<file path="config.mk">
export PLATFORM = sky130hd
export DESIGN_NAME = lut_cfg_loader
export DESIGN_NICKNAME = d
export VERILOG_FILES = /design/src/rtl/clb_cfg_pkg.sv /design/src/rtl/cfg_shift_reg.sv /design/src/rtl/lut_cfg_loader.sv
export SDC_FILE = /design/constraint.sdc
export NUM_CORES = 1
export LEC_CHECK = 0
export CAP_MARGIN = 10
export CORE_MARGIN = 8
export CORE_UTILIZATION = 45
export CTS_CLUSTER_DIAMETER = 200
export DETAILED_ROUTE_END_ITERATION = 10
export PLACE_DENSITY = 0.74
export SYNTH_ARGS = -nofsm -noshare
export SYNTH_HDL_FRONTEND = slang
export SYNTH_SLANG_ARGS = --single-unit
</file>
<file path="constraint.sdc">
create_clock -name cclk -period 1.9 [get_ports cclk]
set_clock_uncertainty 0.2 [all_clocks]
set_input_delay 0.19 -clock cclk [delete_from_list [all_inputs] [get_ports cclk]]
set_output_delay 0.19 -clock cclk [all_outputs]
set_load 0.1 [all_outputs]
</file>
<file path="src/rtl/clb_cfg_pkg.sv">
// clb_cfg_pkg: shared definitions for the CLB configuration path.
//   cfg_state_t - loader state encoding (IDLE, SHIFT, COMMIT, DONE)
//   cfg_clog2   - ceiling log2 usable in parameter expressions
//   cfg_word_w  - config word width derived from the half-LUT size
package clb_cfg_pkg;

  typedef enum logic [1:0] {
    IDLE   = 2'd0,
    SHIFT  = 2'd1,
    COMMIT = 2'd2,
    DONE   = 2'd3
  } cfg_state_t;

  function automatic int cfg_clog2(input int value);
    int r;
    r = 0;
    while ((1 << r) < value) r++;
    return r;
  endfunction

  // Two truth-table halves plus the fracture/split bit in the MSB.
  function automatic int cfg_word_w(input int mem_size);
    return 2 * mem_size + 1;
  endfunction

endpackage

</file>
<file path="src/rtl/cfg_shift_reg.sv">
// cfg_shift_reg: W-bit serial-in / parallel-out register, MSB-first.
//   clk, rst   - clock, asynchronous active-high reset
//   clr_i      - synchronous clear (wins over shift)
//   shift_en_i - shift din_i into the LSB, older bits move toward the MSB
//   din_i      - serial data bit
//   q_o        - parallel contents
module cfg_shift_reg #(
  parameter int W = 33
) (
  input  logic         clk,
  input  logic         rst,
  input  logic         clr_i,
  input  logic         shift_en_i,
  input  logic         din_i,
  output logic [W-1:0] q_o
);

  logic [W-1:0] shreg_q;

  always_ff @(posedge clk or posedge rst) begin
    if (rst) begin
      shreg_q <= '0;
    end else if (clr_i) begin
      shreg_q <= '0;
    end else if (shift_en_i) begin
      shreg_q <= {shreg_q[W-2:0], din_i};
    end
  end

  assign q_o = shreg_q;

endmodule

</file>
<file path="src/rtl/lut_cfg_loader.sv">
// lut_cfg_loader: deserializes a serial bitstream into LUT config words and
// loads NUM_LUTS downstream LUTs in order through a one-hot cen strobe.
//   cclk, rst   - config clock, asynchronous active-high reset
//   cfg_start   - begin / restart a load pass (ignored during COMMIT)
//   cfg_din     - serial config bit, MSB of each word first
//   cfg_valid   - cfg_din valid this cycle
//   cfg_ready   - loader accepts a bit this cycle
//   config_out  - current word, drives the shared downstream config_in bus
//   cen_out     - one-hot write strobe, high only for the single COMMIT cycle
//   lut_idx     - index of the LUT being filled
//   cfg_done    - whole bank configured
//   dbg_state   - current FSM state
//
// Handshake: a bit transfers on a cclk rising edge where cfg_valid and
// cfg_ready are both high; cfg_valid low simply stalls, and the bit presented
// in a cycle where cfg_start is high is dropped.
module lut_cfg_loader
  import clb_cfg_pkg::*;
#(
  parameter int INPUTS     = 4,
  parameter int MEM_SIZE   = 2 ** INPUTS,
  parameter int WORD_W     = cfg_word_w(MEM_SIZE),
  parameter int NUM_LUTS   = 4,
  localparam int LIDX_W    = (NUM_LUTS > 1) ? cfg_clog2(NUM_LUTS) : 1
) (
  input  logic              cclk,
  input  logic              rst,
  input  logic              cfg_start,
  input  logic              cfg_din,
  input  logic              cfg_valid,
  output logic              cfg_ready,
  output logic [WORD_W-1:0] config_out,
  output logic [NUM_LUTS-1:0] cen_out,
  output logic [LIDX_W-1:0] lut_idx,
  output logic              cfg_done,
  output cfg_state_t        dbg_state
);

  localparam int BCNT_W = cfg_clog2(WORD_W + 1);
  localparam logic [BCNT_W-1:0] LAST_BIT = BCNT_W'(WORD_W - 1);
  localparam logic [LIDX_W-1:0] LAST_LUT = LIDX_W'(NUM_LUTS - 1);

  cfg_state_t          state_q, state_d;
  logic [BCNT_W-1:0]   bit_cnt_q, bit_cnt_d;
  logic [LIDX_W-1:0]   lut_idx_q, lut_idx_d;
  logic                ready_q, ready_d;
  logic                done_q, done_d;
  logic [NUM_LUTS-1:0] cen_q, cen_d;
  logic                shift_en;
  logic                shift_clr;

  cfg_shift_reg #(.W(WORD_W)) u_shreg (
    .clk        (cclk),
    .rst        (rst),
    .clr_i      (shift_clr),
    .shift_en_i (shift_en),
    .din_i      (cfg_din),
    .q_o        (config_out)
  );

  always_comb begin
    state_d   = state_q;
    bit_cnt_d = bit_cnt_q;
    lut_idx_d = lut_idx_q;
    shift_en  = 1'b0;
    shift_clr = 1'b0;
    case (state_q)
      IDLE, DONE: begin
        if (cfg_start) begin
          state_d   = SHIFT;
          bit_cnt_d = '0;
          lut_idx_d = '0;
          shift_clr = 1'b1;
        end
      end
      SHIFT: begin
        // Restart takes priority over a bit offered in the same cycle.
        if (cfg_start) begin
          bit_cnt_d = '0;
          lut_idx_d = '0;
          shift_clr = 1'b1;
        end else if (cfg_valid && ready_q) begin
          shift_en  = 1'b1;
          bit_cnt_d = bit_cnt_q + 1'b1;
          if (bit_cnt_q == LAST_BIT) state_d = COMMIT;
        end
      end
      COMMIT: begin
        if (lut_idx_q == LAST_LUT) begin
          state_d = DONE;
        end else begin
          state_d   = SHIFT;
          lut_idx_d = lut_idx_q + 1'b1;
          bit_cnt_d = '0;
        end
      end
      default: state_d = IDLE;
    endcase

    // Outputs are derived from the next state so they come straight out of
    // flops; lut_idx does not advance until COMMIT ends, so lut_idx_d is the
    // index being committed.
    ready_d = (state_d == SHIFT);
    done_d  = (state_d == DONE);
    cen_d   = (state_d == COMMIT) ? (NUM_LUTS'(1) << lut_idx_d) : '0;
  end

  always_ff @(posedge cclk or posedge rst) begin
    if (rst) begin
      state_q   <= IDLE;
      bit_cnt_q <= '0;
      lut_idx_q <= '0;
      ready_q   <= 1'b0;
      done_q    <= 1'b0;
      cen_q     <= '0;
    end else begin
      state_q   <= state_d;
      bit_cnt_q <= bit_cnt_d;
      lut_idx_q <= lut_idx_d;
      ready_q   <= ready_d;
      done_q    <= done_d;
      cen_q     <= cen_d;
    end
  end

  assign cfg_ready = ready_q;
  assign cfg_done  = done_q;
  assign cen_out   = cen_q;
  assign lut_idx   = lut_idx_q;
  assign dbg_state = state_q;

endmodule

</file>
After elaboration in Yosys (flattened, before gate mapping) --
Index checks and enable logic that the tools add are counted.
Word-level totals: bits in registers 49, input bits 5, output and inout bits 43, logic and storage cells 49
Operators by class: add/subtract/negate cells 2, equal/unequal tests 11, shift-type cells 1, multiplexer cells 22, reduce and logical (&&, ||, !) cells 6
Operators with widths (number):
- $mux 33 | 2
- $mux 6 | 4
- $pmux 6 s3 | 1
- $mux 2 | 7
- $eq 2x2->1 const B | 5
- $add 6x1->6 const B | 1
- $eq 6x6->1 const B | 1
- $pmux 2 s3 | 1
- $mux 1 | 5
- $eq 2x1->1 const B | 2
- $mux 4 | 1
- $ne 2x2->1 const B | 2
- $pmux 2 s2 | 1
- $shl 1x2->4 const A | 1
- $ne 3x3->1 const B | 1
- $reduce_and 3->1 | 1
- $reduce_or 3->1 | 1
- $add 2x1->2 const B | 1
- $logic_not 2->1 | 1
- $reduce_bool 2->1 | 1
- $reduce_or 2->1 | 1
- $logic_and 1x1->1 | 1

Logic depth before layout (Yosys ltp) --
word-level depth 7, mapped depth 8, gate-level depth less buffers 7

Cells and area by module --
From an unflattened synthesis, not the netlist that was laid out.
Unflattened totals: cell total of the unflattened synthesis 206, area, all modules 2249.7 sq um
By module, submodules not included:
- cfg_shift_reg | times used 1, cells an instance 108, area each 1371.3 sq um, seq. area each 825.8 sq um
- lut_cfg_loader | times used 1, cells an instance 98, area each 878.3 sq um, seq. area each 400.4 sq um

Worst setup path before layout --
OpenSTA, ideal clock, no wires.
path type register to register, from reg state_q[0], in the netlist dbg_state[0], to reg bit_cnt_q[5], library setup time 0.078 ns, arrival 2.336 ns, data required time 1.622 ns, path slack -0.714 ns, stages on the path, launching flop included 7, path buffers 0, period minus slack after synthesis 2.614 ns, cells stage by stage dfrtp_1 > inv_1 > ha_1 > or2b_4 > nand2_4 > or4_1 > a21boi_1
Between the ends: longest elaborated chain between the ends 4, elaborated cells between the ends (all ways) 10, classes of those cells 6 x eq/ne; 1 x mux; 3 x reduce/logical
RTL lines:
- from (decl) | line lut_cfg_loader.sv:43 | cfg_state_t state_q, state_d;
- from (signal assigned) | line lut_cfg_loader.sv:117 | state_q <= state_d;
- $eq 2x2->1 or $logic_not 2->1 (tied branches) | line lut_cfg_loader.sv:67 | case (state_q)
- $reduce_or 2->1 | line lut_cfg_loader.sv:67
- $ne 2x2->1 (no source line)
- $reduce_and 3->1 (no source line)
- to (signal assigned) | line lut_cfg_loader.sv:118 | bit_cnt_q <= bit_cnt_d;
- to (decl) | line lut_cfg_loader.sv:44 | logic [BCNT_W-1:0] bit_cnt_q, bit_cnt_d;
Several ways; a longest one is shown, not always the timed one. A chain may end at the register's enable or synchronous reset.

Worst setup path after layout --
from reg state_q[1], in the netlist dbg_state[1], to reg bit_cnt_q[5]
The elaborated chain is that of the path after synthesis.

==> impl_results.md <==
- Initial Util: 46.6%
- CP Capture Type: register
- WP data required: 1920 ps
- Outcome: complete, but fails checks
- Initial DRC count: 138
- CP max stage cell: dfrtp_4
- H-tree depth: 2
- Register area: 1240 um2
- Crit path DAT: 1950 ps
- Setup slack, reg-to-reg: -30 ps
- HPWL after detailed placement: 3.61 mm
- Root buf cell: clkbuf_8
- Final core utilization: 71.5%
- Final Hold Vio Count: 0
- Pre-antenna DRT Iters: 4
- First-pass GRT wire length: 8.54 mm
- Startpoint Class: register
- Worst Max-Slew Pin Slew: 344 ps
- Main synth FF type: dfrtp_1
- Tcrit/Tclk final: 101%
- ANT cells: 0
- Setup violations, final: 2
- TritonCTS Buffers: 5
- Clock insertion delay at the later pin of the skew report: 300 ps
- # IOs: 48
- Final slew viol count: 0
- Total Nets Final: 295
- Total Die Area: 7380 um2
- CTS tree: done
- Synth-to-layout area growth: 53.4%
- Fin Hold WS: 234 ps
- Leakage: 1.42 nW
- Sink Count: 49
- Largest net degree at the start of global routing: 36
- Share of post-route cells with drive strength above 1: 31.4%
- Yosys warning total: 0
- WS Path Type: register to register
- FF+latch count, synth: 49
- DP Cell Count: 343
- Commonest cells after routing, fill and taps aside: nand2_1, dfrtp_1, buf_12, a21oi_1, buf_4
- Vias/cell: 5.20
- Crit path cell chain: ha_4 -> or2b_4 -> nand2_4 -> or4_1 -> a21boi_1
- Antenna Nets Post-Route: 0
- Core ar.: 4720 um2
- Routed len/inst: 14.8 um
- Final WS setup: -27.6 ps
- Power per Cell Area: 586 nW/um2
- Site Rows: 25
- GRT overflow: 0
- Most common cell after layout, fill and taps aside: nand2_1
- Max Fanout on Critical Path: 5
- GR Util All Layers: 14.3%
- Drt total wl: 5.23 mm
- Max frequency: 0.519 GHz
- Clock Path Buffers: 2
- Multi-input gate area: 917 um2
- Count of buffers from port buffering: 47
- Rel. slew slack: 77.0%
- Max-cap viol count: 0
- Worst VDD drop: 337 uV
- Initial antenna violation count: 0
- Failing checks: negative setup slack
- Clock slew at reported path FFs: 90 ps
- Ys async rst share: 100%
- Worst min-delay path class: primary input to register
- Fin crit period: 1930 ps
- Post-synthesis cell type count: 40
- Synthesized instance count: 231
- Sequential area share after synthesis: 55.7%
- Fill cells: 340
- Post-synth EDFFs: 0
- CP max stage delay: 510 ps
- DRC: 0
- Die width: 85.9 um
- Synth Cell Area: 2200 um2
- Post-synth net total: 240
- RSZ-0062 raised after global routing: true
- Fin cells: 354
- Chip Height: 85.9 um
- Routability cong.: 0.880
- Via count of the first global-routing pass: 1742
- Vias: 1842
- Mean Syn Cell Area: 9.53 um2
## synth_stat cells (2+ instances only)
cell       number  area share, %
nor2_1          4           0.68
o211ai_1        2           0.68
dfrtp_1        49             56
nand2b_1        2           0.57
a21oi_1        37            8.4
a21boi_1        2           0.68
buf_2           5            1.1
or4_1           2           0.68
and2_1          2           0.57
o21ai_0         3           0.68
inv_1           8            1.4
o2111ai_1       2           0.80
clkbuf_1        8            1.4
ha_1            4            2.3
nor4_2          3            1.7
nor4_1          2           0.57
a31oi_1         2           0.57
nand2_4         2            1.0
nand2_1        71             12
## state kept, by name, indices dropped and copies added, names as in the netlist
name	cells
bit_cnt_q	6
cen_out	4
cfg_done	1
cfg_ready	1
dbg_state	2
lut_idx	2
u_shreg.q_o	33
## where the power goes
group,switching [W],internal [W]
sequential,0.00000947,0.00105
combinational,0.000102,0.0000606
clock,0.000328,0.000429
## cell type report
cell class | count | area share, %
flip-flops and latches | 49 | 36.7
repair buffers | 62 | 29.4
multi-input cells | 160 | 27.2
clock buffers | 7 | 2.56
well taps | 67 | 2.48
clock inverters | 1 | 0.890
inverters | 8 | 0.890
## logic make-up after synthesis
| group | synth area share (%) |
|---|---|
| buffers and inverters | 4.38 |
| XOR/XNOR | 0.398 |
| AO/OA/AOI/OAI | 15.0 |
| multiplexers | 0.966 |
| flip-flops | 55.7 |
| adder cells (fa/ha/maj) | 2.27 |
| AND/OR/NAND/NOR | 21.3 |
## worst max-delay path: cells and delay by family, from the launching register on
family          cells  cell delay [ps]
flops               1              510
simple gates        3              740
compound gates      1              130
fa+ha+maj           1              260
## per-layer routing
layer  up-vias  GRT usage [%]  part of all wire [%]
met1       909           16.2                    41
met4         0           4.62                  0.84
met2        45           24.2                    52
met5         -              0                     0
li1        883              -                     -
met3         5           5.25                   6.3
## worst paths after layout
check / start / to / cells past startpoint
setup / recovery: dbg_state[1] / bit_cnt_q[5] / 5
hold / removal: cfg_din / u_shreg.q_o[0] / 3
setup reg to reg: dbg_state[1] / bit_cnt_q[5] / 5
hold reg to reg: u_shreg.q_o[32] / u_shreg.q_o[32] / 2
max in group asynchronous: rst / u_shreg.q_o[17] / 4
min in group asynchronous: rst / cen_out[2] / 3
## timing repair
item,in CTS,in global routing
buffers inserted,1,1
resized for setup,1,2
hold buffers,1,0
setup endpoints to repair,1,5
pin swaps,0,2
endpoints found under the hold margin,14,0
## metrics by stage
step / setup TNS [ps] / instance area (um2) / worst slack (ps) / power, W
final: -30.0 / 3380 / -27.6 / 0.00198
after global routing: -252 / 3380 / -74.1 / 0.00205
after CTS: -26.2 / 3360 / -26.2 / 0.00199
after detailed placement: -219 / 3220 / -115 / 0.00124
after global placement: -3.66 / 3220 / -3.66 / 0.00123
after floorplan: -2000 / 2250 / -135 / 0.00118
No activity file was read; power rests on OpenSTA's default activity.
